**src/rtl/qspi_rx_packer_fifo.sv**
```systemverilog
// Receive-side packer and show-ahead FIFO between the QSPI shift engine and the DMA engine.
// Bytes are packed little-endian into words; a partial word is zero-padded and pushed on the last byte.
module qspi_rx_packer_fifo #(
   parameter int DATA_WIDTH   = 32,
   parameter int DEPTH        = 16,
   parameter int AFULL_THRESH = 12
) (
   input  logic                     clk,
   input  logic                     rst_n,
   input  logic                     byte_valid_i,
   input  logic [7:0]               byte_data_i,
   input  logic                     byte_last_i,
   output logic                     byte_ready_o,
   input  logic                     flush_i,
   output logic [DATA_WIDTH-1:0]    rx_data_dma,
   output logic                     rx_empty,
   input  logic                     rx_ren,
   output logic [$clog2(DEPTH):0]   rx_level_o,
   output logic                     rx_afull_o,
   output logic                     underflow_o,
   input  logic                     clr_err_i
);

   localparam int BPW = DATA_WIDTH / 8;
   localparam int AW  = $clog2(DEPTH);
   localparam int LW  = AW + 1;
   localparam int CW  = (BPW > 1) ? $clog2(BPW) : 1;
   localparam logic [CW-1:0] LAST_IDX = CW'(BPW - 1);
   localparam logic [LW-1:0] AFULL_L  = LW'(AFULL_THRESH);

   logic [CW-1:0]         cnt_q, cnt_d;
   logic [DATA_WIDTH-1:0] asm_q, asm_d, word;
   logic [LW-1:0]         wptr_q, wptr_d, rptr_q, rptr_d, level_q, level_d;
   logic                  afull_q, uf_q, uf_d;
   logic [DATA_WIDTH-1:0] mem_q [DEPTH];
   logic                  empty, full, accept, push, pop;

   // The extra pointer MSB separates a full FIFO from an empty one.
   assign empty = (wptr_q == rptr_q);
   assign full  = (wptr_q[AW] != rptr_q[AW]) && (wptr_q[AW-1:0] == rptr_q[AW-1:0]);

   assign byte_ready_o = rst_n && !full;
   assign accept       = byte_valid_i && byte_ready_o && !flush_i;
   assign push         = accept && (byte_last_i || (cnt_q == LAST_IDX));
   assign pop          = rx_ren && !empty && !flush_i;

   // Unfilled byte lanes stay zero because the assembly register clears after every push.
   always_comb begin
      word = asm_q;
      for (int k = 0; k < BPW; k++) begin
         if (cnt_q == CW'(k)) word[8*k +: 8] = byte_data_i;
      end
   end

   always_comb begin
      cnt_d   = cnt_q;
      asm_d   = asm_q;
      wptr_d  = wptr_q;
      rptr_d  = rptr_q;
      level_d = level_q;
      uf_d    = uf_q;
      if (clr_err_i)          uf_d = 1'b0;
      if (rx_ren && empty)    uf_d = 1'b1;
      if (flush_i) begin
         cnt_d   = '0;
         asm_d   = '0;
         wptr_d  = '0;
         rptr_d  = '0;
         level_d = '0;
      end else begin
         if (accept) begin
            if (push) begin
               cnt_d = '0;
               asm_d = '0;
            end else begin
               cnt_d = cnt_q + 1'b1;
               asm_d = word;
            end
         end
         if (push) wptr_d = wptr_q + 1'b1;
         if (pop)  rptr_d = rptr_q + 1'b1;
         case ({push, pop})
            2'b10:   level_d = level_q + 1'b1;
            2'b01:   level_d = level_q - 1'b1;
            default: level_d = level_q;
         endcase
      end
   end

   always_ff @(posedge clk) begin
      if (!rst_n) begin
         cnt_q   <= '0;
         asm_q   <= '0;
         wptr_q  <= '0;
         rptr_q  <= '0;
         level_q <= '0;
         afull_q <= 1'b0;
         uf_q    <= 1'b0;
      end else begin
         cnt_q   <= cnt_d;
         asm_q   <= asm_d;
         wptr_q  <= wptr_d;
         rptr_q  <= rptr_d;
         level_q <= level_d;
         afull_q <= (level_d >= AFULL_L);
         uf_q    <= uf_d;
      end
   end

   always_ff @(posedge clk) begin
      if (push) mem_q[wptr_q[AW-1:0]] <= word;
   end

   assign rx_data_dma = empty ? '0 : mem_q[rptr_q[AW-1:0]];
   assign rx_empty    = empty;
   assign rx_level_o  = level_q;
   assign rx_afull_o  = afull_q;
   assign underflow_o = uf_q;

endmodule

```
**config.mk**
```make
export PLATFORM = sky130hd
export DESIGN_NAME = qspi_rx_packer_fifo
export DESIGN_NICKNAME = d
export VERILOG_FILES = /design/src/rtl/qspi_rx_packer_fifo.sv
export SDC_FILE = /design/constraint.sdc
export NUM_CORES = 1
export LEC_CHECK = 0
export CORE_MARGIN = 2
export CORE_UTILIZATION = 55
export CTS_BUF_LIST = sky130_fd_sc_hd__clkbuf_2 sky130_fd_sc_hd__clkbuf_4 sky130_fd_sc_hd__clkbuf_8
export DETAILED_ROUTE_END_ITERATION = 6
export GPL_ROUTABILITY_DRIVEN = 0
export HOLD_SLACK_MARGIN = 0.03
export PLACE_DENSITY_LB_ADDON = 0.05
export SETUP_SLACK_MARGIN = 0.4
export SYNTH_ARGS = -nofsm -noshare
export SYNTH_HDL_FRONTEND = slang
export SYNTH_SLANG_ARGS = --single-unit
export TNS_END_PERCENT = 50
```
**constraint.sdc**
```tcl
create_clock -name clk -period 14.1 [get_ports clk]
set_clock_uncertainty 0.15 [all_clocks]
set_input_delay 2.82 -clock clk [delete_from_list [all_inputs] [get_ports clk]]
set_output_delay 2.82 -clock clk [all_outputs]
set_load 0.01 [all_outputs]
```
==> metrics.md, run 1 <==
| Metric | Value |
|---|---|
| Final Cycle Share | just over 50% |
| Vias/cell | between 6 and 7 |
| Worst-Margin Slew | 1132 ps |
| Setup TNS | 0 ps |
| Clock Path Buffers | 3 |
| Fillers | between 2,000 and 3,000 |
| Area after DPL | ~23,000 um2 |
| Grt met3 use | under 10% |
| Switching share of power | between 20% and 30% |
| Root buf cell | clkbuf_8 |
| DRC viols | 0 |
| Rows | 73 |
| Hold buffers post-CTS | 0 |
| GRT Total Usage | around a quarter |
| I/O pin count | 56 |
| Post-DRT Antenna Nets | 0 |
| Largest net degree at the start of global routing | 98 |
| Final setup margin | around 6900 ps |
| NumNets Final | about 1,200 |
| Number of flops mapped to enable cells by yosys | a little over 500 |
| Area growth syn-to-layout | 13.94% |
| Yosys reg bits | 567 |
| Die Area | 41,440 um2 |
| Setup CP Type | reg2out |
| Vias | roughly 11,000 |
| Clk sink count | between 500 and 600 |
| HP Class | reg2reg |
| Clock latency on the worst-skew pair | between 600 and 700 ps |
| Post-Synthesis Cells | about 1,100 |
| Sequential area share after synthesis | roughly three quarters |
| First-pass GRT wire length | roughly 74,000 um |
| Rel. slew slack | between 20% and 30% |
| RSZ-0062 raised after global routing | false |
| Initial drt markers | roughly 850 |
| Total of warnings raised by yosys | 0 |
| Synth Net Count | between 1,000 and 1,500 |
| NetSw | approximately 660 uW |
| Pwr dens | 129.0 nW/um2 |
| CP Launch Type | register |
| Non-Filler Instances | around 1,800 |
| Dpl cells | ~1,700 |
| IO buf count | 55 |
| Top Usage Layer GRT | met2 |
| Post-synthesis average cell area | 19.84 um2 |
| Combinational fraction of design power | about 1.9% |
| Met1 Use GR | between 30% and 40% |
| FFs w/ async S/R, synth | 0% |
| Initial antenna violation count | 0 |
| Sequential power share | between 50% and 60% |
| Setup crit end kind | primary output |
| Fraction of layout cells with a size suffix above 1 | ~28% |
| Wire per inst | about 27 um |
| TritonCTS clock tree | built |
| DP Worst Slack | approximately 7000 ps |
| H-Tree Depth | 3 |
| Internal power | approximately 2.6 mW |
| Post_cts resized | 0 |
| Clock share of power | a little over two fifths |
| Leading area contributor after synthesis | edfxtp_1 |
| Critical path required time | around 11,000 ps |
| Mapped Area | roughly 22,000 um2 |
| Largest cells by area after synthesis | edfxtp_1, mux4_2, dfxtp_1, a22oi_1, mux2_2 |
| Met2 GRT Util | between 40% and 50% |
| Starting density of the core | approximately 55% |
| Final critical-path required period | just over 7000 ps |
| CTS Buf Count | between 90 and 100 |
| Status | completed |
| Final hold violations | 0 |
| Total Wirelength | a little under 50,000 um |
| Post-route cell area | 24,960 um2 |
| Worst-path clk slew | around 60 ps |
| Vias in the first global route | between 10,000 and 15,000 |
| MaxCap Viol Count | 0 |
| Number of diodes | 0 |
| CP Max Fanout | 46 |
| Synth unique cells | between 40 and 50 |
| Dominant synthesized flop cell | edfxtp_1 |
| Setup bufs post-CTS | 0 |
| Leak | a little under 8 nW |
| Die H | roughly 200 um |
| Die X | 203.6 um |
| Detailed Routing Iterations Pass 1 | 5 |
| Critical path arrival | roughly 4200 ps |
| Endpoints failing setup | 0 |
| Max rail drop VDD | about 0.11 mV |
| DP HPWL | about 26,000 um |
| Fmax achieved | roughly 0.14 GHz |
| GR Overflow Total | 0 |
| Area of the multi-input gates | between 5000 and 6000 um2 |
| Pins over their slew limit | 0 |
| Storage cell area | around 16,000 um2 |
| Core ar. | 39,550 um2 |
| Area share of the largest cell type after synthesis | about 70% |
-- through the flow --
stage	util (%)	hold slack [ps]	power, mW
3_3_place_gp	58.74	284.8	1.914
5_1_grt	63.11	318.4	3.317
4_1_cts	63.11	301.3	3.247
3_5_place_dp	58.74	293.1	1.915
6_report	63.11	297.7	3.221
2_1_floorplan	-	275.7	1.884
-- routing by layer --
layer | wire length [um] | part of all wire (%)
met2 | 24390 | 49
met1 | 21290 | 43
met4 | 1111 | 2.2
met3 | 2686 | 5.4
met5 | 0 | 0
-- critical path, cell delays in order (launching register included) --
cell and delay [ps]:
dfxtp_4 760, buf_4 650, buf_4 690, mux4_2 430, a22oi_1 300, a21oi_1 150, clkdlybuf4s50_1 510
-- synth_stat cells, drive strengths merged, types with 2 or more instances --
cell    number
ha          12
dfxtp       55
o21a         2
buf         22
nor4         3
nor2b        8
or4          2
nand4        3
nand2b       2
or3          2
inv          9
a21boi       2
nor2        16
nand2       32
o31ai        3
xor2         7
and2         9
mux4       128
mux2i        2
xnor2        7
clkbuf      45
mux2        32
a22oi       64
nor3         5
edfxtp     512
o21ai        4
nand3       31
nor3b        8
a21oi       66
o211ai       2
-- final timing paths --
check	startpoint	end	slack, ps	cells past startpoint
worst min-delay path	asm_q[14]	asm_q[14]	300	2
worst max-delay path	register	rx_data_dma[13]	6950	6
worst min register to register	asm_q[14]	asm_q[14]	300	2
worst max register to register	cnt_q[0]	rx_afull_o	9890	13
-- area by class of cell --
cell class	count	share of cell area, %
Timing Repair Buffer	88	3.248
Inverter	9	0.1353
Sequential cell	567	66.04
Tap cell	525	2.632
Clock inverter	29	0.4912
Clock buffer	134	6.436
Multi-Input combinational cell	461	21.02
-- flip-flops by register name (all words and copies together), names as in the netlist, named ones only --
signal,count
cnt_q,2
rx_level_o,5
rx_afull_o,1
mem_q,512
wptr_q,5
asm_q,32
rptr_q,5
underflow_o,1
-- power by group through the flow --
stage | Combinational, mW | Sequential, mW | Clock (mW)
global placement | 0.0590 | 1.86 | 0
finish | 0.0597 | 1.82 | 1.34
floorplan | 0.0290 | 1.86 | 0
global route | 0.0638 | 1.82 | 1.43
detailed placement | 0.0596 | 1.86 | 0
CTS | 0.0598 | 1.82 | 1.37
-- cell families after synthesis --
logic type,after synthesis,share of synthesized area [%]
flip-flops,567,75.21
AO/OA/AOI/OAI,148,4.323
adder cells (fa/ha/maj),12,0.6853
multiplexers,162,14.90
AND/OR/NAND/NOR,125,2.919
buffers and inverters,76,1.411
XOR/XNOR,14,0.5597
-- cell usage in the layout (no fill, tap or decap), drive strengths merged, types with 4 or more instances in the layout --
cell type and instances:
a21oi 66, a22oi 64, and2 9, buf 33, clkbuf 134, clkdlybuf4s50 55, clkinv 26, dfxtp 55
edfxtp 512, ha 12, inv 9, mux2 32, mux4 128, nand2 32, nand3 31, nor2 16
nor2b 8, nor3 5, nor3b 8, o21ai 4, xnor2 7, xor2 7
(Power assumes the default switching activity.)
==> inputs of run 2 (changes only) <==
clock period = 5.7 ns   (was 14.1 ns; I/O delays follow)
==> run 2 against run 1 <==
Against the previous run: sequential share of layout area fell by 0.34 points; sequential power grew 150%; highest routed layer unchanged; combinational power rose by 150%; utilization increased by 0.33 points; clock-buffer cell count shrank 10; non-clock buffer count increased by 12; wire length fell by 1.8%; die area did not move; clock power grew 150%; global-route usage is 0.45 points lower.
==> metrics.md, run 2 (same netlist as run 1, synthesis figures left out) <==
| Metric | Value |
|---|---|
| Status | completed (unchanged) |
| MaxCap Viol Count | 0 (unchanged) |
| Max rail drop VDD | 0.2406 mV (was 0.1120 mV) |
| Endpoints failing setup | 0 (unchanged) |
| Hold WS | 298.9 ps (was 297.7 ps) |
| Post-DRT Antenna Nets | 0 (unchanged) |
| Initial drt markers | 828 (was 852) |
| Starting density of the core | 55.39% (unchanged) |
| Post_cts resized | 0 (unchanged) |
| Final hold violations | 0 (unchanged) |
| Commonest non-fill, non-tap cell in the layout | edfxtp_1 (unchanged) |
| Vias/cell | 6.085 (was 6.158) |
| IO buf count | 55 (unchanged) |
| Pins over their slew limit | 0 (unchanged) |
| Pwr dens | 318.4 nW/um2 (was 129.0 nW/um2) |
| Vias in the first global route | 11,374 (was 11,682) |
| Die Area | 41,440 um2 (unchanged) |
| NumNets Final | 1,253 (was 1,245) |
| Internal power | 6.389 mW (was 2.564 mW) |
| R2r setup slk | 1870 ps (was 9890 ps) |
| Detailed Routing Iterations Pass 1 | 4 (was 5) |
| CP Launch Type | register (unchanged) |
| Sequential power share | 56.4% (was 56.5%) |
| Largest net degree at the start of global routing | 72 (was 98) |
| Rows | 73 (unchanged) |
| Worst-path clk slew | 70 ps (was 60 ps) |
| Setup bufs post-CTS | 0 (unchanged) |
| Switching share of power | 20.02% (was 20.39%) |
| Combinational fraction of design power | 1.9% (about the same) |
| Setup CP Type | reg2out (unchanged) |
| Worst-Margin Slew | 1189 ps (was 1132 ps) |
| Critical path required time | 4410 ps (was 11,130 ps) |
| Die H | 203.6 um (unchanged) |
| RSZ-0062 raised after global routing | false (unchanged) |
| Wire per inst | 26.73 um (was 27.29 um) |
| Clock Path Buffers | 3 (unchanged) |
| Clock latency on the worst-skew pair | 640 ps (was 650 ps) |
| Commonest cells after routing, fill and taps aside | edfxtp_1, mux4_2, clkbuf_8, a21oi_1, a22oi_1 (unchanged) |
| DP Worst Slack | 1055 ps (was 7035 ps) |
| Leak | 7.982 nW (was 7.904 nW) |
| NetSw | 1.599 mW (was 656.8 uW) |
| Critical path arrival | 3190 ps (was 4180 ps) |
| Fraction of layout cells with a size suffix above 1 | 28.62% (was 28.11%) |
| Setup TNS | 0 ps (unchanged) |
| Final setup margin | 1221 ps (was 6947 ps) |
| H-Tree Depth | 3 (unchanged) |
| Die X | 203.6 um (unchanged) |
| Final Cycle Share | 78.58% |
| Post-layout util | 63.44% (was 63.11%) |
| Core ar. | 39,550 um2 (unchanged) |
| Number of diodes | 0 (unchanged) |
| CTS Buf Count | 87 (was 91) |
| Clk sink count | 567 (unchanged) |
| HP Class | reg2reg (unchanged) |
| Fmax achieved | between 0.2 and 0.25 GHz |
| Total Wirelength | 48,590 um (was 49,480 um) |
| DRC viols | 0 (unchanged) |
| Hold_sp | asm_q[5] (was asm_q[14]) |
| DP HPWL | 26,760 um (was 25,980 um) |
| FF-to-FF End | rx_afull_o (unchanged) |
| Root buf cell | clkbuf_8 (unchanged) |
| Max FFs per register | 512 (unchanged) |
| GR Overflow Total | 0 (unchanged) |
| Hold buffers post-CTS | 0 (unchanged) |
| Rel. slew slack | 20.71% (was 24.51%) |
| CP Max Fanout | 21 (was 46) |
| Clock share of power | 41.8% (was 41.6%) |
| RR Startpoint | wptr_q[2] (was cnt_q[0]) |
| TritonCTS clock tree | built (unchanged) |
| Hold Crit Depth | 2 (unchanged) |
| Worst R2R Path Depth | 12 (was 13) |
| Area growth syn-to-layout | 14.53% (was 13.94%) |
| Worst Hold Path EP | asm_q[5] (was asm_q[14]) |
| First-pass GRT wire length | 72,320 um (was 73,970 um) |
| GRT Total Usage | 24.32% (was 24.77%) |
| Final critical-path required period | 4479 ps |
| I/O pin count | 56 (unchanged) |
| Setup crit end kind | primary output (unchanged) |
| Vias | 11,062 (was 11,165) |
| Initial antenna violation count | 1 (was 0) |
==> run 2: power groups by stage <==
stage / clock [mW] / sequential (mW) / combinational (mW)
3_5_place_dp: 0 / 4.59 / 0.148
3_3_place_gp: 0 / 4.59 / 0.146
5_1_grt: 3.58 / 4.50 / 0.158
2_1_floorplan: 0 / 4.59 / 0.0718
6_report: 3.34 / 4.50 / 0.148
4_1_cts: 3.41 / 4.50 / 0.148
==> run 2: metal layers <==
metal	GRT usage, %	vias to the layer above	wire (um)
li1	-	4795	-
met1	34.22	5849	20710
met2	38.96	351	23880
met3	4.362	67	2842
met4	8.446	0	1155
met5	0	-	0
==> run 2: cell type report <==
class	instances	area [um2]
sequential	567	16480
fill	2753	14460
multi-input combinational	461	5248
clock buffer	124	1513
timing repair buffer	100	938.4
tap	525	656.9
clock inverter	32	217.7
inverter	9	33.78
==> run 2: critical path, stage by stage, from the launching register on <==
cell and delay [ps]:
dfxtp_1 450, nor2b_4 820, buf_4 370, a22oi_1 130, a21oi_1 200, clkdlybuf4s50_1 570
==> run 2: how the worst max path moves through the flow <==
| stage | from | endpoint | slack [ps] |
|---|---|---|---|
| detailed placement | rst_n | rx_afull_o | 1050 |
| finish | register | rx_data_dma[26] | 1220 |
| global placement | rst_n | rx_afull_o | 1140 |
| floorplan | byte_last_i | mem_q[0][0] | 330 |
| CTS | register | rx_data_dma[26] | 1120 |
| global route | register | rx_data_dma[18] | 1060 |
==> run 2: metrics by stage <==
| stage | std cells | power (mW) | area (um2) |
|---|---|---|---|
| floorplan | 1104 | 4.662 | 21910 |
| global placement | 1662 | 4.735 | 23360 |
| detailed placement | 1662 | 4.737 | 23360 |
| CTS | 1818 | 8.056 | 25090 |
| global route | 1818 | 8.240 | 25090 |
| finish | 1818 | 7.988 | 25090 |
==> inputs of run 3 (changes only) <==
clock period = 4.4 ns   (was 5.7 ns; I/O delays follow)
==> run 3 against run 2 <==
Against the previous run: die area did not move; critical path depth did not move; total power rose by 30%; clock power rose by 31%; clock-buffer cell count rose by 15; wire length rose by 4.6%; sequential power rose by 30%; sequential share of layout area fell by 1.5 points; largest power group unchanged; flip-flop and latch count did not move; largest cell class unchanged; worst hold slack got worse by 1.5 ps.
==> metrics.md, run 3 (same netlist as run 1, synthesis figures left out) <==
| Metric | Value |
|---|---|
| Status | completed (unchanged) |
| Endpoints failing setup | 0 (unchanged) |
| Area of the multi-input gates | 5310 um2 (was 5248 um2) |
| Detailed Routing Iterations Pass 1 | 5 (was 4) |
| H-Tree Depth | 3 (unchanged) |
| Sequential power share | 56.1% (was 56.4%) |
| R2r setup slk | 1230 ps (was 1870 ps) |
| Initial drt markers | 1,037 (was 828) |
| Worst-path clk slew | 60 ps (was 70 ps) |
| Initial antenna violation count | 0 (was 1) |
| Fmax achieved | about 0.26 GHz |
| Die Area | 41,440 um2 (unchanged) |
| Hold WS | 297.4 ps (was 298.9 ps) |
| Setup CP Type | reg2out (unchanged) |
| Cells along the critical path | buf_4 > mux4_2 > a22oi_1 > a21oi_1 > clkdlybuf4s50_1 (was nor2b_4 > buf_4 > a22oi_1 > a21oi_1 > clkdlybuf4s50_1) |
| Fraction of layout cells with a size suffix above 1 | 31.56% (was 28.62%) |
| Clock Path Buffers | 3 (unchanged) |
| CP delay by family, top | buffers and inverters (unchanged) |
| I/O pin count | 56 (unchanged) |
| IO buf count | 55 (unchanged) |
| Post-layout util | 64.94% (was 63.44%) |
| Largest net degree at the start of global routing | 50 (was 72) |
| Worst Hold Path EP | asm_q[10] (was asm_q[5]) |
| Vias | 11,398 (was 11,062) |
| Final critical-path required period | 3916 ps |
| Root buf cell | clkbuf_8 (unchanged) |
| Starting density of the core | 55.39% (unchanged) |
| Area after DPL | 23,550 um2 (was 23,360 um2) |
| Number of diodes | 0 (unchanged) |
| Die X | 203.6 um (unchanged) |
| Final hold violations | 0 (unchanged) |
| Post-DRT Antenna Nets | 0 (unchanged) |
| Die H | 203.6 um (unchanged) |
| GRT Total Usage | 25.67% (was 24.32%) |
| First-pass GRT wire length | 75,440 um (was 72,320 um) |
| Setup crit end kind | primary output (unchanged) |
| RSZ-0062 raised after global routing | true (was false) |
| DRC viols | 0 (unchanged) |
| TritonCTS clock tree | built (unchanged) |
| Leak | 8.305 nW (was 7.982 nW) |
| Worst R2R Path Depth | 14 (was 12) |
| Core ar. | 39,550 um2 (unchanged) |
| Highest-delay cell along the critical path | clkdlybuf4s50_1 (was nor2b_4) |
| DP HPWL | 26,370 um (was 26,760 um) |
| Rows | 73 (unchanged) |
| Storage cell area | 16,490 um2 (was 16,480 um2) |
| Worst-Margin Slew | 1082 ps (was 1189 ps) |
| Setup TNS | 0 ps (unchanged) |
| Area growth syn-to-layout | 17.23% (was 14.53%) |
| Critical path required time | 3370 ps (was 4410 ps) |
| RR Startpoint | cnt_q[0] (was wptr_q[2]) |
| Commonest non-fill, non-tap cell in the layout | edfxtp_1 (unchanged) |
| GR Overflow Total | 0 (unchanged) |
| Clk sink count | 567 (unchanged) |
| Max rail drop VDD | 0.2589 mV (was 0.2406 mV) |
| Power, Total | 10.40 mW (was 7.988 mW) |
| Rel. slew slack | 27.84% (was 20.71%) |
| Hold Crit Depth | 2 (unchanged) |
| Total Wirelength | 50,840 um (was 48,590 um) |
| FF-to-FF End | rx_afull_o (unchanged) |
| Critical path arrival | 2890 ps (was 3190 ps) |
| Internal power | 8.282 mW (was 6.389 mW) |
| CP Max Fanout | 24 (was 21) |
| Vias/cell | 6.141 (was 6.085) |
| Pins over their slew limit | 0 (unchanged) |
| Pwr dens | 404.9 nW/um2 (was 318.4 nW/um2) |
| CP Launch Type | register (unchanged) |
| NetSw | 2.117 mW (was 1.599 mW) |
| Switching share of power | 20.36% (was 20.02%) |
| Clock latency on the worst-skew pair | 650 ps (was 640 ps) |
| Hold_sp | asm_q[10] (was asm_q[5]) |
| Slowest stage delay, CP | 600 ps (was 820 ps) |
| Commonest cells after routing, fill and taps aside | edfxtp_1, mux4_2, clkbuf_8, a21oi_1, a22oi_1 (unchanged) |
| HP Class | reg2reg (unchanged) |
| Clock share of power | 41.9% (was 41.8%) |
| Wire per inst | 27.39 um (was 26.73 um) |
| NumNets Final | 1,283 (was 1,253) |
| MaxCap Viol Count | 0 (unchanged) |
| CTS Buf Count | 89 (was 87) |
| Post-route cell area | 25,680 um2 (was 25,090 um2) |
| Max FFs per register | 512 (unchanged) |
| Final Cycle Share | 88.99% |
| Combinational fraction of design power | 2.0% (was 1.9%) |
| Crit path buffers/inverters | 2 (unchanged) |
| Vias in the first global route | 11,762 (was 11,374) |
| Fillers | 2,705 (was 2,753) |
## run 3: power by group through the flow
stage | registers (mW) | logic (mW) | clock network (mW)
floorplan | 5.95 | 0.0934 | 0
global placement | 5.94 | 0.194 | 0
detailed placement | 5.95 | 0.197 | 0
CTS | 5.83 | 0.206 | 4.46
global route | 5.83 | 0.222 | 4.67
finish | 5.83 | 0.208 | 4.36
## run 3: layout make-up
cell class | instances | area share [%]
clock buffers | 139 | 6.402
clock inverters | 27 | 0.5067
inverters | 9 | 0.1315
multi-input cells | 461 | 20.68
flip-flops and latches | 567 | 64.20
well taps | 525 | 2.558
repair buffers | 128 | 5.525
## run 3: worst max path at each step
stage,startpoint,end,slack [ps],cells past startpoint
3_5_place_dp,byte_last_i,rx_afull_o,660,13
4_1_cts,register,rx_data_dma[5],390,5
3_3_place_gp,byte_last_i,rx_afull_o,730,13
5_1_grt,register,rx_data_dma[5],370,5
6_report,register,rx_data_dma[5],480,5
2_1_floorplan,byte_last_i,mem_q[0][0],-710,5
## run 3: repair_timing
action,CTS,global route
cloned,2,0
resized for setup,12,8
hold buffers,0,0
setup buffers,18,5
pin swaps,1,2
endpoints found under the setup margin,31,18
## run 3: stage by stage
stage	setup WS, ps	cells
final	484.3	1856
after global routing	369.0	1856
after CTS	386.5	1851
after detailed placement	663.0	1665
after global placement	732.1	1665
after floorplan	-710.6	1104
## run 3: tightest hold or removal path, stage by stage (launching register included)
cell and delay, ps:
dfxtp_1 300, nand2_1 50, a21oi_1 50
## run 3: layer usage
layer / routed length [um] / share of wire, % / vias up / GRT usage (%)
li1: - / - / 4860 / -
met1: 21510 / 42 / 6009 / 36.61
met2: 24670 / 49 / 447 / 41.14
met3: 3586 / 7.1 / 82 / 4.378
met4: 1080 / 2.1 / 0 / 8.133
met5: 0 / 0 / - / 0
